`config.mk`:
```
export PLATFORM = sky130hd
export DESIGN_NAME = delay_pacer_flat
export DESIGN_NICKNAME = d
export VERILOG_FILES = /design/src/rtl/delay_pacer_if.sv /design/src/rtl/delay_pacer.sv /design/src/flat_wrapper.sv
export SDC_FILE = /design/constraint.sdc
export NUM_CORES = 1
export LEC_CHECK = 0
export ABC_AREA = 1
export CAP_MARGIN = 20
export CORE_MARGIN = 10
export CORE_UTILIZATION = 55
export DETAILED_ROUTE_END_ITERATION = 6
export PLACE_DENSITY = 0.76
export SLEW_MARGIN = 10
export SYNTH_ARGS = -nofsm -noshare
export SYNTH_HDL_FRONTEND = slang
export SYNTH_SLANG_ARGS = --single-unit
export TNS_END_PERCENT = 5
```
`constraint.sdc`:
```
create_clock -name clk -period 3.6 [get_ports clk]
set_input_delay 0.72 -clock clk [delete_from_list [all_inputs] [get_ports clk]]
set_output_delay 0.72 -clock clk [all_outputs]
set_load 0.005 [all_outputs]
```
`src/rtl/delay_pacer_if.sv`:
```
// delay_pacer_if: bundles the pacing controls coming from delay_ctrl with the
// tick / LED chaser / active delay code that the pacer produces.
// The master side (delay_ctrl or a testbench) drives run and delay.
// The slave side (delay_pacer) drives tick, led and delay_q.
interface delay_pacer_if #(
  parameter int LED_W = 10
);
  logic             run;
  logic [3:0]       delay;
  logic             tick;
  logic [LED_W-1:0] led;
  logic [3:0]       delay_q;

  modport master (
    output run,
    output delay,
    input  tick,
    input  led,
    input  delay_q
  );

  modport slave (
    input  run,
    input  delay,
    output tick,
    output led,
    output delay_q
  );
endinterface

```
`src/rtl/delay_pacer.sv`:
```
// delay_pacer: turns the 4-bit delay code into a stream of one-cycle tick
// pulses with period PRESCALE * 2^delay_q, and advances a one-hot LED chaser
// on every tick. A new delay code is adopted only at a period boundary, so a
// speed change never shortens or stretches the period already in progress.
//
// Optional feature macro: DELAY_PACER_BOUNCE_EN
//   undefined -> chaser rotates left, wrapping from the top bit to bit 0
//   defined   -> chaser ping-pongs between bit 0 and bit LED_W-1 (UP/DOWN FSM)
// Counter and tick timing are the same in both builds.
module delay_pacer #(
  parameter int PRESCALE = 50000,
  parameter int LED_W    = 10
) (
  input  logic             clk,
  input  logic             reset_n,
  delay_pacer_if.slave     bus
);

  localparam int PRE_W = (PRESCALE > 1) ? $clog2(PRESCALE) : 1;
  localparam logic [PRE_W-1:0] PRE_MAX = PRE_W'(PRESCALE - 1);
  localparam logic [LED_W-1:0] LED_RESET = LED_W'(1);
  localparam logic [3:0] DELAY_RESET = 4'b1000;

  logic [PRE_W-1:0] pre_cnt;
  logic [15:0]      per_cnt;
  logic [15:0]      per_last;
  logic [3:0]       delay_q;
  logic             tick_q;
  logic [LED_W-1:0] led_q;
  logic [LED_W-1:0] led_next;
  logic             base_en;
  logic             term;

  // Period boundary detection: a base step ends when the prescaler hits its
  // top while running; the period ends on the base step that completes
  // 2^delay_q steps.
  assign base_en  = bus.run && (pre_cnt == PRE_MAX);
  assign per_last = (16'd1 << delay_q) - 16'd1;
  assign term     = base_en && (per_cnt == per_last);

`ifdef DELAY_PACER_BOUNCE_EN

  typedef enum logic {
    UP   = 1'b0,
    DOWN = 1'b1
  } dir_t;

  dir_t             dir_q;
  dir_t             dir_next;
  logic [LED_W-1:0] led_shl;
  logic [LED_W-1:0] led_shr;

  assign led_shl = {led_q[LED_W-2:0], 1'b0};
  assign led_shr = {1'b0, led_q[LED_W-1:1]};

  // Direction state register of the ping-pong chaser.
  always_ff @(posedge clk) begin
    if (!reset_n) begin
      dir_q <= UP;
    end else begin
      dir_q <= dir_next;
    end
  end

  // Next chaser position and direction; turn around when the shift lands on an end bit.
  always_comb begin
    dir_next = dir_q;
    led_next = led_q;
    if (term) begin
      case (dir_q)
        UP: begin
          led_next = led_shl;
          if (led_shl[LED_W-1]) begin
            dir_next = DOWN;
          end
        end
        DOWN: begin
          led_next = led_shr;
          if (led_shr[0]) begin
            dir_next = UP;
          end
        end
        default: begin
          dir_next = UP;
          led_next = LED_RESET;
        end
      endcase
    end
  end

`else

  // Next chaser position: rotate left on each period end, top bit wraps to bit 0.
  always_comb begin
    led_next = led_q;
    if (term) begin
      led_next = {led_q[LED_W-2:0], led_q[LED_W-1]};
    end
  end

`endif

  // Prescaler, period counter, tick pulse, delay sampling and chaser register.
  always_ff @(posedge clk) begin
    if (!reset_n) begin
      pre_cnt <= '0;
      per_cnt <= '0;
      delay_q <= DELAY_RESET;
      tick_q  <= 1'b0;
      led_q   <= LED_RESET;
    end else begin
      tick_q <= term;
      led_q  <= led_next;
      if (bus.run) begin
        if (base_en) begin
          pre_cnt <= '0;
        end else begin
          pre_cnt <= pre_cnt + PRE_W'(1);
        end
      end
      if (base_en) begin
        if (term) begin
          per_cnt <= '0;
        end else begin
          per_cnt <= per_cnt + 16'd1;
        end
      end
      if (term) begin
        delay_q <= bus.delay;
      end
    end
  end

  assign bus.tick    = tick_q;
  assign bus.led     = led_q;
  assign bus.delay_q = delay_q;

endmodule
```
`src/flat_wrapper.sv`:
```
// flat-port wrapper written by rule: the top's interface ports become plain ports
module delay_pacer_flat 
#(
  parameter int PRESCALE = 50000,
  parameter int LED_W    = 10
)
  (clk, reset_n, bus_run, bus_delay, bus_tick, bus_led, bus_delay_q);
  delay_pacer_if #(.LED_W(LED_W)) bus_i ();
  input  logic clk;
  input  logic reset_n;
  input wire logic [$bits(bus_i.run)-1:0] bus_run;
  input wire logic [$bits(bus_i.delay)-1:0] bus_delay;
  output wire logic [$bits(bus_i.tick)-1:0] bus_tick;
  output wire logic [$bits(bus_i.led)-1:0] bus_led;
  output wire logic [$bits(bus_i.delay_q)-1:0] bus_delay_q;
  assign bus_i.run = bus_run;
  assign bus_i.delay = bus_delay;
  assign bus_tick = bus_i.tick;
  assign bus_led = bus_i.led;
  assign bus_delay_q = bus_i.delay_q;
  delay_pacer #(.PRESCALE(PRESCALE), .LED_W(LED_W)) u_core (.clk(clk), .reset_n(reset_n), .bus(bus_i));
endmodule
```
==> impl_metrics.env, run 1 <==
export IMPL_outcome="finished clean"
export IMPL_synth_cells=472
export IMPL_core_rowCount=26
export IMPL_cts_setup_buffers=0
export IMPL_avgSynthCellArea_um2=6.03
export IMPL_fp_coreArea_um2=5070
export IMPL_tightest_slew_ps=506
export IMPL_clkPwrFrac=0.379
export IMPL_wl_per_cell_um=12.6
export IMPL_post_synth_top_count_cell="nand2_1"
export IMPL_synth_top_area_share=0.330
export IMPL_setup_viol=0
export IMPL_clk_latency_ps=300
export IMPL_track_usage=0.175
export IMPL_start_kind="flip-flop"
export IMPL_clockRootBuffer="clkbuf_8"
export IMPL_cp_num_buf_inv=3
export IMPL_cts_tree="built"
export IMPL_dr_pass1_iters=4
export IMPL_p_per_area_nw_per_um2=276
export IMPL_fp_dieH_um=92.0
export IMPL_power_frac_seq=0.593
export IMPL_antenna_found_initial=0
export IMPL_synthArstFlopShare=0
export IMPL_dp_slack_ps=803
export IMPL_ys_warn_count=0
export IMPL_worstPathMaxFanout=17
export IMPL_port_buffers=21
export IMPL_p_leak_nw=1.41
export IMPL_synthTopCellsByCount="nand2_1, nor2_1, inv_1, nand3_1, dfxtp_1"
export IMPL_p_switching_mw=0.194
export IMPL_hpwl_um=5540
export IMPL_overflow=0
export IMPL_die_x_um=92.0
export IMPL_drv_cap=0
export IMPL_yosysSeqAreaShare=0.330
export IMPL_critPathSlowestCell="dfxtp_1"
export IMPL_finalClockSkew_ps=10.5
export IMPL_crit_type="reg -> reg"
export IMPL_clock_sink_count=47
export IMPL_area_delta_synth_final_pct=12.1
export IMPL_syn_cell_area_um2=2850
export IMPL_layout_setup_ws_ps=798
export IMPL_path_common_cell="nand2_1"
export IMPL_gp_routability_congestion=1.01
export IMPL_swShare=0.220
export IMPL_hp_class="reg -> reg"
export IMPL_clk_pin_slew_worst_paths_ps=90
export IMPL_finalNonFillerCells=562
export IMPL_p_int_mw=0.688
export IMPL_vias=2964
export IMPL_power_mw=0.882
export IMPL_placed_cells=554
export IMPL_cts_buffers=5
export IMPL_cts_max_level=2
export IMPL_finalMaxSlewViolations=0
export IMPL_tns_ps=0
export IMPL_viasPerCell=5.27
export IMPL_crit_required_ps=3800
export IMPL_p_comb_frac=0.028
export IMPL_synth_seq_cells=47
export IMPL_grt_pass1_vias=2834
export IMPL_fp_dieArea_um2=8460
export IMPL_start_util=0.561
export IMPL_cts_resized=0
export IMPL_critPathTopFamily="simple AND/OR/NAND/NOR gates"
export IMPL_io_pins=22
export IMPL_routed_wl_um=7110
export IMPL_grt_first_pass_wirelength_um=12500
export IMPL_drc=0
export IMPL_diodes=0
export IMPL_critPathArrivalTime_ps=3000
export IMPL_drive_above_1_share=0.0467
export IMPL_hold_viol_final=0
export IMPL_period_minus_slack_ps=2800
export IMPL_holdBufCountCts=0
export IMPL_rsz0062_at_grt="false"
export IMPL_grt_max_degree=25
export IMPL_crit_chain="nor2_4, nand2_1, ha_1, inv_1, nor2_1, nand2_1, xor2_1, nand3_2, nand2_4, inv_2, nand2_1, inv_1"
export IMPL_ys_flop_type="dfxtp_1"
export IMPL_drtAntennaViolNets=0
export IMPL_yosys_area_top_type="dfxtp_1"
export IMPL_fmax_mhz=357
export IMPL_drt_iter0_drc=171
export IMPL_synth_distinct_cells=30
export IMPL_worstSetupEndpointType="flip-flop"
export IMPL_relSlewSlack=0.662
export IMPL_finalCritPeriodShare=0.778
export IMPL_synthTopCellsByArea="dfxtp_1, nand2_1, nor2_1, nand3_1, inv_1"
export IMPL_syn_nets=482
export IMPL_worst_path_largest_cell_delay_ps=650
export IMPL_peakVddDrop_mv=0.304
export IMPL_fin_nets=501
export IMPL_synth_edff_count=0
export IMPL_cts_buffer_depth=2
power by group through the flow:
stage,combinational (mW),clock [mW],sequential [mW]
floorplan,0.0145,0,0.535
global placement,0.0246,0,0.535
detailed placement,0.0250,0,0.535
CTS,0.0251,0.344,0.523
global route,0.0283,0.369,0.523
finish,0.0250,0.334,0.523
logic make-up (layout without fill, tap and decap cells):
| family | count (synthesis) | count (layout) | share of synthesized area |
|---|---|---|---|
| XOR/XNOR | 7 | 7 | 0.0215 |
| AND/OR/NAND/NOR | 312 | 312 | 0.472 |
| adder cells (fa/ha/maj) | 3 | 3 | 0.0132 |
| flip-flops | 47 | 47 | 0.330 |
| AO/OA/AOI/OAI | 34 | 34 | 0.0646 |
| buffers and inverters | 69 | 89 | 0.0984 |
cell usage in the layout, fill, tap and decap left out, drive strengths merged:
cell type        n
clkbuf           6
nand2          146
nor3            15
clkinv           1
buf              1
a31o             1
dfxtp           47
o31ai            1
nor4             1
o21ai           13
nand3           52
a21oi           15
nand3b           3
clkdlybuf4s50   21
nand4           13
inv             59
a211oi           2
clkinvlp         1
a31oi            2
nor2            81
xor2             7
ha               3
nor2b            1
layer usage:
layer	part of all wire	up-vias	global-route usage
li1	-	1543	-
met1	0.44	1339	0.198
met3	0.041	17	0.0359
met4	0.027	0	0.0758
met5	0	-	0
met2	0.49	65	0.309
state kept, by name, summed over array words and instances, names as in the netlist:
name / cells
u_core.bus.tick: 1
u_core.pre_cnt: 16
u_core.bus.delay_q: 4
u_core.bus.led: 10
u_core.per_cnt: 16
final timing paths:
check                                     start                        endpoint  slack, ps  cells past startpoint
min reg2reg      u_core.bus.led[7]$_SDFFE_PN0P_  u_core.bus.led[8]$_SDFFE_PN0P_        470                      2
min              u_core.bus.led[7]$_SDFFE_PN0P_  u_core.bus.led[8]$_SDFFE_PN0P_        470                      2
max          u_core.bus.delay_q[3]$_SDFFE_PN1P_  u_core.per_cnt[2]$_SDFFE_PN0P_        800                     12
max reg2reg  u_core.bus.delay_q[3]$_SDFFE_PN1P_  u_core.per_cnt[2]$_SDFFE_PN0P_        800                     12
per-stage QoR:
step                      cell area, um2  hold slack, ps  utilization
final                               3190             467        0.629
after global routing                3190             492        0.629
after CTS                           3190             471        0.629
after detailed placement            3090             457        0.610
after global placement              3090             452        0.610
after floorplan                     2850             455            -
final cells by class:
cell class | instances | area (um2)
Clock buffer | 6 | 82.6
Clock inverter | 2 | 16.3
Fill cell | 491 | 1880
Inverter | 59 | 221
Multi-Input combinational cell | 356 | 1630
Sequential cell | 47 | 941
Tap cell | 70 | 87.6
Timing Repair Buffer | 22 | 218
worst reg2reg max path, stage by stage, from the launching register on:
cell and delay [ps]:
dfxtp_1 650, nor2_4 110, nand2_1 120, ha_1 310, inv_1 100, nor2_1 210, nand2_1 130, xor2_1 330
nand3_2 370, nand2_4 250, inv_2 50, nand2_1 50, inv_1 30
No activity file was read; power rests on OpenSTA's default activity.
==> run 2: changes to the inputs <==
Settings changed: CORE_UTILIZATION 55 to 53.
Clock period 3.6 ns to 2.45 ns, I/O delays scaled along.
==> impl_metrics.env, run 2 (synthesis gave the netlist of run 1 again) <==
export IMPL_viasPerCell=5.22
export IMPL_critPathArrivalTime_ps=2500
export IMPL_fp_coreArea_um2=5170
export IMPL_routed_wl_um=7400
export IMPL_crit_required_ps=2650
export IMPL_outcome="finished clean"
export IMPL_finalClockSkew_ps=6.37
export IMPL_period_minus_slack_ps=2300
export IMPL_p_int_mw=1.09
export IMPL_clock_sink_count=47
export IMPL_cts_buffers=5
export IMPL_finalCritPeriodShare=0.937
export IMPL_worstSetupEndpointType="flip-flop"
export IMPL_finalNonFillerCells=575
export IMPL_start_util=0.551
export IMPL_hpwl_um=5840
export IMPL_dp_slack_ps=74.2
export IMPL_layout_setup_ws_ps=155
export IMPL_grt_max_degree=19
export IMPL_grt_first_pass_wirelength_um=12800
export IMPL_overflow=0
export IMPL_power_frac_seq=0.554
export IMPL_clk_latency_ps=300
export IMPL_final_cell_area_um2=3320
export IMPL_finalMaxSlewViolations=0
export IMPL_start_kind="flip-flop"
export IMPL_grt_pass1_vias=2866
export IMPL_wl_per_cell_um=12.9
export IMPL_layout_common_cells="nand2_1, nor2_1, inv_1"
export IMPL_cts_tree="built"
export IMPL_clkPwrFrac=0.416
export IMPL_swShare=0.213
export IMPL_tightest_slew_ps=440
export IMPL_placed_area_um2=3180
export IMPL_core_rowCount=26
export IMPL_antenna_found_initial=0
export IMPL_holdBufCountCts=0
export IMPL_p_switching_mw=0.295
export IMPL_p_per_area_nw_per_um2=418
export IMPL_drv_cap=0
export IMPL_crit_type="reg -> reg"
export IMPL_fmax_mhz=436
export IMPL_cts_buffer_depth=2
export IMPL_clk_pin_slew_worst_paths_ps=90
export IMPL_port_buffers=21
export IMPL_fp_dieArea_um2=8700
export IMPL_die_x_um=93.3
export IMPL_p_leak_nw=1.48
export IMPL_regArea_um2=941
export IMPL_power_mw=1.39
export IMPL_tns_ps=0
export IMPL_cts_max_level=2
export IMPL_placed_cells=566
export IMPL_track_usage=0.175
export IMPL_clockRootBuffer="clkbuf_8"
export IMPL_nFillCells=494
export IMPL_p_comb_frac=0.030
export IMPL_fin_nets=514
export IMPL_drt_iter0_drc=210
export IMPL_multi_input_area_um2=1630
export IMPL_diodes=0
export IMPL_drtAntennaViolNets=0
export IMPL_io_pins=22
export IMPL_dr_pass1_iters=5
export IMPL_worstPathMaxFanout=11
export IMPL_peakVddDrop_mv=0.379
export IMPL_gp_routability_congestion=0.986
export IMPL_drive_above_1_share=0.0733
export IMPL_hold_viol_final=0
export IMPL_drc=0
export IMPL_area_delta_synth_final_pct=16.5
export IMPL_final_common_cell="nand2_1"
export IMPL_vias=2999
export IMPL_rsz0062_at_grt="false"
export IMPL_fp_dieH_um=93.3
export IMPL_relSlewSlack=0.705
export IMPL_setup_viol=0
export IMPL_hp_class="reg -> reg"
-- run 2: final timing paths --
path / endpoint / cells past startpoint / start / slack (ps)
worst max-delay path: u_core.bus.delay_q[1]$_SDFFE_PN0P_ / 11 / u_core.bus.delay_q[1]$_SDFFE_PN0P_ / 150
worst min-delay path: u_core.bus.led[6]$_SDFFE_PN0P_ / 2 / u_core.bus.led[5]$_SDFFE_PN0P_ / 470
worst max register to register: u_core.bus.delay_q[1]$_SDFFE_PN0P_ / 11 / u_core.bus.delay_q[1]$_SDFFE_PN0P_ / 150
worst min register to register: u_core.bus.led[6]$_SDFFE_PN0P_ / 2 / u_core.bus.led[5]$_SDFFE_PN0P_ / 470
-- run 2: final cells by class --
| type | count | area share |
|---|---|---|
| inverter | 59 | 0.0675 |
| clock buffer | 5 | 0.0207 |
| sequential | 47 | 0.284 |
| clock inverter | 3 | 0.0143 |
| tap | 70 | 0.0264 |
| timing repair buffer | 35 | 0.0950 |
| multi-input combinational | 356 | 0.492 |
-- run 2: stage by stage --
stage               hold slack (ps)  utilization
finish                          467        0.642
global route                    491        0.642
CTS                             471        0.638
detailed placement              455        0.616
global placement                453        0.616
floorplan                       455            -
-- run 2: timing repair --
action,CTS,global route
buffers inserted,0,1
endpoints found under the setup margin,0,12
resized for setup,0,2
-- run 2: metal layers --
| metal | track usage | routed length, um |
|---|---|---|
| met5 | 0 | 0 |
| met4 | 0.0694 | 183 |
| met3 | 0.0424 | 480 |
| met1 | 0.210 | 3290 |
| met2 | 0.294 | 3440 |
-- run 2: worst max-delay path, cell delays in order (launching register included) --
cell	delay, ps
dfxtp_1	480
inv_2	110
nand3_1	100
ha_1	210
inv_1	80
nor2_1	200
nand2_1	140
xor2_2	270
nand3_2	220
buf_4	240
nand3_1	80
nand2_1	60
-- run 2: power groups by stage --
stage | Clock [mW] | Sequential (mW) | Combinational (mW)
final | 0.577 | 0.768 | 0.0415
after global placement | 0 | 0.786 | 0.0408
after detailed placement | 0 | 0.786 | 0.0415
after global routing | 0.621 | 0.769 | 0.0448
after floorplan | 0 | 0.786 | 0.0213
after CTS | 0.589 | 0.768 | 0.0416
